--- src/rtl/mask_serializer_pkg.sv ---
// mask_serializer_pkg: shared state encoding for the mask serializer
package mask_serializer_pkg;
  typedef enum logic {ST_IDLE, ST_BUSY} state_t;
endpackage

--- src/rtl/mask_serializer_first_bit_finder.sv ---
// first_bit_finder: combinational first-set-bit locator (mask in; onehot, index, found out; MSB_FIRST picks scan direction)
module first_bit_finder #(
  parameter int WIDTH = 16,
  parameter bit MSB_FIRST = 0,
  parameter int IDX_W = $clog2(WIDTH)
) (
  input  logic [WIDTH-1:0] mask,
  output logic [WIDTH-1:0] onehot,
  output logic [IDX_W-1:0] index,
  output logic             found
);
  always_comb begin
    index = '0;
    for (int i = 0; i < WIDTH; i++)
      if (mask[MSB_FIRST ? i : WIDTH-1-i]) index = IDX_W'(MSB_FIRST ? i : WIDTH-1-i);
    found = |mask;
    onehot = found ? (WIDTH'(1) << index) : '0;
  end
endmodule

--- src/rtl/mask_serializer.sv ---
// mask_serializer: walks a request mask (data_i/data_val_i/data_rdy_o) into one-hot words (onehot_o/index_o/last_o/data_val_o/data_rdy_i), clk_i, sync active-low srst_n_i
module mask_serializer
  import mask_serializer_pkg::*;
#(
  parameter int WIDTH = 16,
  parameter bit MSB_FIRST = 0,
  parameter int IDX_W = $clog2(WIDTH)
) (
  input  logic             clk_i,
  input  logic             srst_n_i,
  input  logic [WIDTH-1:0] data_i,
  input  logic             data_val_i,
  output logic             data_rdy_o,
  output logic [WIDTH-1:0] onehot_o,
  output logic [IDX_W-1:0] index_o,
  output logic             last_o,
  output logic             data_val_o,
  input  logic             data_rdy_i
);
  state_t state, state_n;
  logic [WIDTH-1:0] pend, pend_n, oh;
  logic [IDX_W-1:0] ix;
  logic found, busy, xfer, acc;
  first_bit_finder #(.WIDTH(WIDTH), .MSB_FIRST(MSB_FIRST), .IDX_W(IDX_W)) u_fbf (
    .mask(pend), .onehot(oh), .index(ix), .found(found)
  );
  assign busy = state == ST_BUSY;
  assign data_val_o = busy && found;
  assign onehot_o = data_val_o ? oh : '0;
  assign index_o = data_val_o ? ix : '0;
  assign last_o = data_val_o && ((pend & ~oh) == '0);
  assign data_rdy_o = srst_n_i && (!busy || (data_val_o && last_o && data_rdy_i));
  assign xfer = data_val_o && data_rdy_i;
  assign acc = data_val_i && data_rdy_o;
  always_comb begin
    pend_n = acc ? data_i : xfer ? (pend & ~oh) : pend;
    state_n = acc ? (|data_i ? ST_BUSY : ST_IDLE) : (xfer && last_o) ? ST_IDLE : state;
  end
  always_ff @(posedge clk_i) begin
    if (!srst_n_i) begin
      state <= ST_IDLE;
      pend <= '0;
    end else begin
      state <= state_n;
      pend <= pend_n;
    end
  end
endmodule

--- config.mk ---
export PLATFORM = sky130hd
export DESIGN_NAME = mask_serializer
export DESIGN_NICKNAME = d
export VERILOG_FILES = /design/src/rtl/mask_serializer_pkg.sv /design/src/rtl/mask_serializer_first_bit_finder.sv /design/src/rtl/mask_serializer.sv
export SDC_FILE = /design/constraint.sdc
export NUM_CORES = 1
export LEC_CHECK = 0
export ABC_AREA = 1
export CAP_MARGIN = 15
export CORE_MARGIN = 1.5
export CORE_UTILIZATION = 49
export CTS_CLUSTER_DIAMETER = 40
export DETAILED_ROUTE_END_ITERATION = 8
export PLACE_DENSITY_LB_ADDON = 0.08
export SYNTH_ARGS = -nofsm -noshare
export SYNTH_HDL_FRONTEND = slang
export SYNTH_SLANG_ARGS = --single-unit
--- constraint.sdc ---
create_clock -name clk_i -period 3 [get_ports clk_i]
set_input_delay 0.6 -clock clk_i [delete_from_list [all_inputs] [get_ports clk_i]]
set_output_delay 0.6 -clock clk_i [all_outputs]
set_load 0.1 [all_outputs]
==> impl_metrics.ini, run 1 <==
[outcome]
status = stopped before the end
failed_stage = global routing
stop_error = [ERROR DPL-0038] Utilization greater than 100%, impossible to legalize

[sta]
crit_endpoint = data_rdy_o
worstEndpointType = primary output

[clock_network]
cts-root-buf = clkbuf_4
ctsHtreeMaxLevel = 1
cts_hold_buf = 0
cts_num_sinks = 17
clockBufferDepth = 2
numCtsBuffers = 3

[yosys]
ys_types = 29
async_flop_share = 0
synth_nets = 298
synth_seq_cells = 17
yosysWarnings = 0
ys_seq_area_frac = 0.205
post_synth.cell_area_avg_um2 = 5.99
synth_edf_count = 0
netlist_area_um2 = 1660
netlist_instances = 278
yosys_most_used_dff = dfxtp_1

[placed_design]
dpl.hpwl_mm = 4.78
place.gp.congestion = 0.936
portBuffers = 42
dp_cells = 395

[global_route]
grt_max_degree = 32

[die]
fp-row-count = 20
die_h_um = 61.3
ioPinCount = 43
initial_core_util = 0.532
die_w_um = 61.3
## through the flow
| step | worst slack (ns) | TNS [ns] | instance area, um2 |
|---|---|---|---|
| 2_1_floorplan | -0.624 | -4.55 | 1840 |
| 3_3_place_gp | 0.0146 | 0 | 2770 |
| 3_5_place_dp | -0.0640 | -0.122 | 2770 |
| 4_1_cts | -0.275 | -0.500 | 2950 |
## cells by family after synthesis
logic type      share of synthesized area
compound gates                      0.106
simple gates                        0.542
buf+inv                             0.147
flops                               0.205
## repair_timing
action	4_1_cts
endpoints found under the setup margin	4
gates resized for setup	23
buffers inserted	10
cloned	0
pin swaps	18
## Yosys cell counts (5+ instances only)
master | n | area, um2
inv_1 | 38 | 143
clkbuf_1 | 5 | 18.8
or2_2 | 7 | 43.8
nand2_1 | 61 | 229
nand3_1 | 32 | 160
nand4_1 | 27 | 169
nor2_1 | 20 | 75.1
dfxtp_1 | 17 | 340
a21oi_1 | 19 | 95.1
inv_2 | 8 | 30.0
==> inputs of run 2 (changes only) <==
--- a/config.mk
+++ b/config.mk
@@ -8,10 +8,9 @@
 export ABC_AREA = 1
 export CAP_MARGIN = 15
 export CORE_MARGIN = 1.5
-export CORE_UTILIZATION = 49
-export CTS_CLUSTER_DIAMETER = 40
+export CORE_UTILIZATION = 40
 export DETAILED_ROUTE_END_ITERATION = 8
-export PLACE_DENSITY_LB_ADDON = 0.08
+export PLACE_DENSITY_LB_ADDON = 0.15
 export SYNTH_ARGS = -nofsm -noshare
 export SYNTH_HDL_FRONTEND = slang
 export SYNTH_SLANG_ARGS = --single-unit
==> impl_metrics.ini, run 2 <==
[yosys]
yosys_most_used_dff = dfxtp_1
synth_area_leaders = dfxtp_1, nand2_1, nand4_1, nand3_1, inv_1
synth_top_area_frac = 0.205
ys_seq_area_frac = 0.205
yosys-top-cells-count = nand2_1, inv_1, nand3_1, nand4_1, nor2_1
synth_seq_cells = 17
synth_edf_count = 0
netlist_instances = 278
yosysWarnings = 0
post_synth.cell_area_avg_um2 = 5.99
ys_types = 29
yosysTopAreaCell = dfxtp_1
yosysMostFrequentCell = nand2_1
async_flop_share = 0
synth_nets = 298
netlist_area_um2 = 1660

[placed_design]
placed_area_um2 = 2790
place.gp.congestion = 0.956
portBuffers = 42
dp_cells = 403
dpl.hpwl_mm = 4.51

[critical_path]
max_stage_delay_ns = 0.33
crit_path_start_kind = flop
cp_max_fo = 3
crit_type = reg2out
cp_common_cell = nand2_1
crit_arrival_ns = 2.84
cp-end-kind = primary output
critical_path.cell_chain = inv_2 > nand2_2 > nand2_2 > nand2_2 > nand2_1 > nand2_1 > nand2_1 > nand2_1 > nand2_1 > nand2_1 > nand2_1 > nand2_1 > nand2_2 > buf_6 > nand4_4 > o21ai_2 > nand2_1 > nor2_1 > nand3_2 > nor2_2 > nand3_2 > a21oi_4 > buf_12
worst-endpoint-required_ns = 2.40
slowest_stage = dfxtp_2

[cells_and_area]
layout_common_cells = buf_4, nand2_1, inv_1
largest_register_ffs = 16
final_layout_size_suffix_gt1_frac = 0.506
mostFrequentLayoutCell = buf_4
layout.cells.non_filler = 435
finalInstanceArea_um2 = 3240
multiInputGateArea_um2 = 1410
final_nets = 406
syn2layout_area_growth_pct = 95.0
final-seq-area_um2 = 350
fillers = 267
regMostFlops = pend
diodes = 0

[global_route]
grt_pass1_wl_mm = 9.85
antenna_found_initial = 0
grt_busiest_layer = met2
met3_usage = 0.0150
met1_usage = 0.340
grt_overflow = 0
grtUsageTotal = 0.291
grt_util_met2 = 0.518
grt_pass1_vias = 2059
grt_max_degree = 20

[sta]
fin_skew_ns = 0.00275
finalHoldViolations = 0
setup_viol = 19
grt_setup_unrepaired = yes
setup_slack_ns = -0.445
slew_viol_final = 0
max_freq_mhz = 290
max-slew-margin-rel = 0.665
worst-slew-pin-transition_ns = 0.502
min_period_ns = 3.44
period_share = 1.15

[power]
p_seq_frac = 0.192
swShare = 0.478
p_leak_nw = 1.42
irDropWorstVdd_mv = 0.283
p_clk_frac = 0.130
comb_power_share = 0.678
p_int_w = 0.000726
p_per_area_nw_per_um2 = 429
switching_power_w = 0.000665

[die]
die_h_um = 67.5
ioPinCount = 43
die_w_um = 67.5
core_area_um2 = 4000
fp-row-count = 23
die_area_um2 = 4560
initial_core_util = 0.416

[outcome]
status = finished, violations left
violations = setup timing

[detailed_routing]
wl_per_cell_um = 16.3
routed_wl_mm = 7.10
final_antenna_net_count = 0
dr.pass1.iters = 6
drtIter0Drc = 257
remaining_drc_errors = 0
viasPerCell = 5.64
num_vias = 2453

[run]
drv_cap = 0

[clock_network]
cts_hold_buf = 0
worstSkewPairLatency_ns = 0.26
cts_tree = built
clk_pin_slew_ns = 0.07
numCtsBuffers = 3
ctsHtreeMaxLevel = 1
cts-root-buf = clkbuf_8
clockBufferDepth = 2
cts_num_sinks = 17

[worst_hold_path]
hp-class = reg2reg
## run 2: cell counts after synthesis
Identical to the previous run, type by type.
## run 2: logic make-up (layout without fill, tap and decap cells)
logic type / count (synthesis) / count (layout) / synth area share
and+or+nand+nor: 172 / 175 / 0.542
AOI/OAI and AO/OA: 29 / 29 / 0.106
buffers and inverters: 60 / 164 / 0.147
DFF: 17 / 17 / 0.205
## run 2: final timing paths
path / from / end / slack (ns) / depth (start not counted)
max: pend[14] / data_rdy_o / -0.44 / 23
min: pend[0] / pend[0] / 0.50 / 2
max reg2reg: pend[14] / pend[7] / -0.33 / 29
min reg2reg: pend[0] / pend[0] / 0.50 / 2
## run 2: repair_timing
| action | CTS | global route |
|---|---|---|
| gates cloned | 1 | 3 |
| setup endpoints to repair | 17 | 26 |
| gates resized for setup | 22 | 25 |
| pin swaps | 13 | 20 |
| buffers inserted | 16 | 8 |
## run 2: layout make-up
cell class	count	share of cell area
clock buffers	4	0.0139
inverters	49	0.0594
well taps	50	0.0193
flip-flops and latches	17	0.108
repair buffers	111	0.364
multi-input cells	204	0.436
## run 2: worst max-delay path, delay by kind of cell, from the launching register on
| kind | cells | cell delay [ns] |
|---|---|---|
| compound gates | 2 | 0.39 |
| buf+inv | 3 | 0.40 |
| flops | 1 | 0.33 |
| simple gates | 18 | 1.46 |
## run 2: routing by layer
metal,part of all wire,vias to the layer above,wire [um]
met4,0.063,0,447
met3,0.084,42,593
met5,0,-,0
met2,0.50,187,3560
li1,-,1146,-
met1,0.35,1078,2490
## run 2: metrics by stage
stage / TNS [ns] / setup WS, ns / util / power, W / hold slack [ns]
global placement: -0.222 / -0.132 / 0.698 / 0.00106 / 0.486
floorplan: -4.55 / -0.624 / - / 0.000744 / 0.471
global route: -7.52 / -0.575 / 0.811 / 0.00145 / 0.519
CTS: -0.513 / -0.276 / 0.762 / 0.00131 / 0.498
detailed placement: -0.409 / -0.139 / 0.698 / 0.00107 / 0.491
finish: -4.56 / -0.445 / 0.811 / 0.00139 / 0.496
## run 2: power by group through the flow
stage / Sequential [W] / Clock (W) / Combinational [W]
floorplan: 0.000263 / 0 / 0.000481
global placement: 0.000264 / 0 / 0.000798
detailed placement: 0.000265 / 0 / 0.000807
CTS: 0.000263 / 0.000169 / 0.000873
global route: 0.000269 / 0.000184 / 0.000993
finish: 0.000267 / 0.000180 / 0.000944
Note: power is estimated with default switching activity, not from simulation.
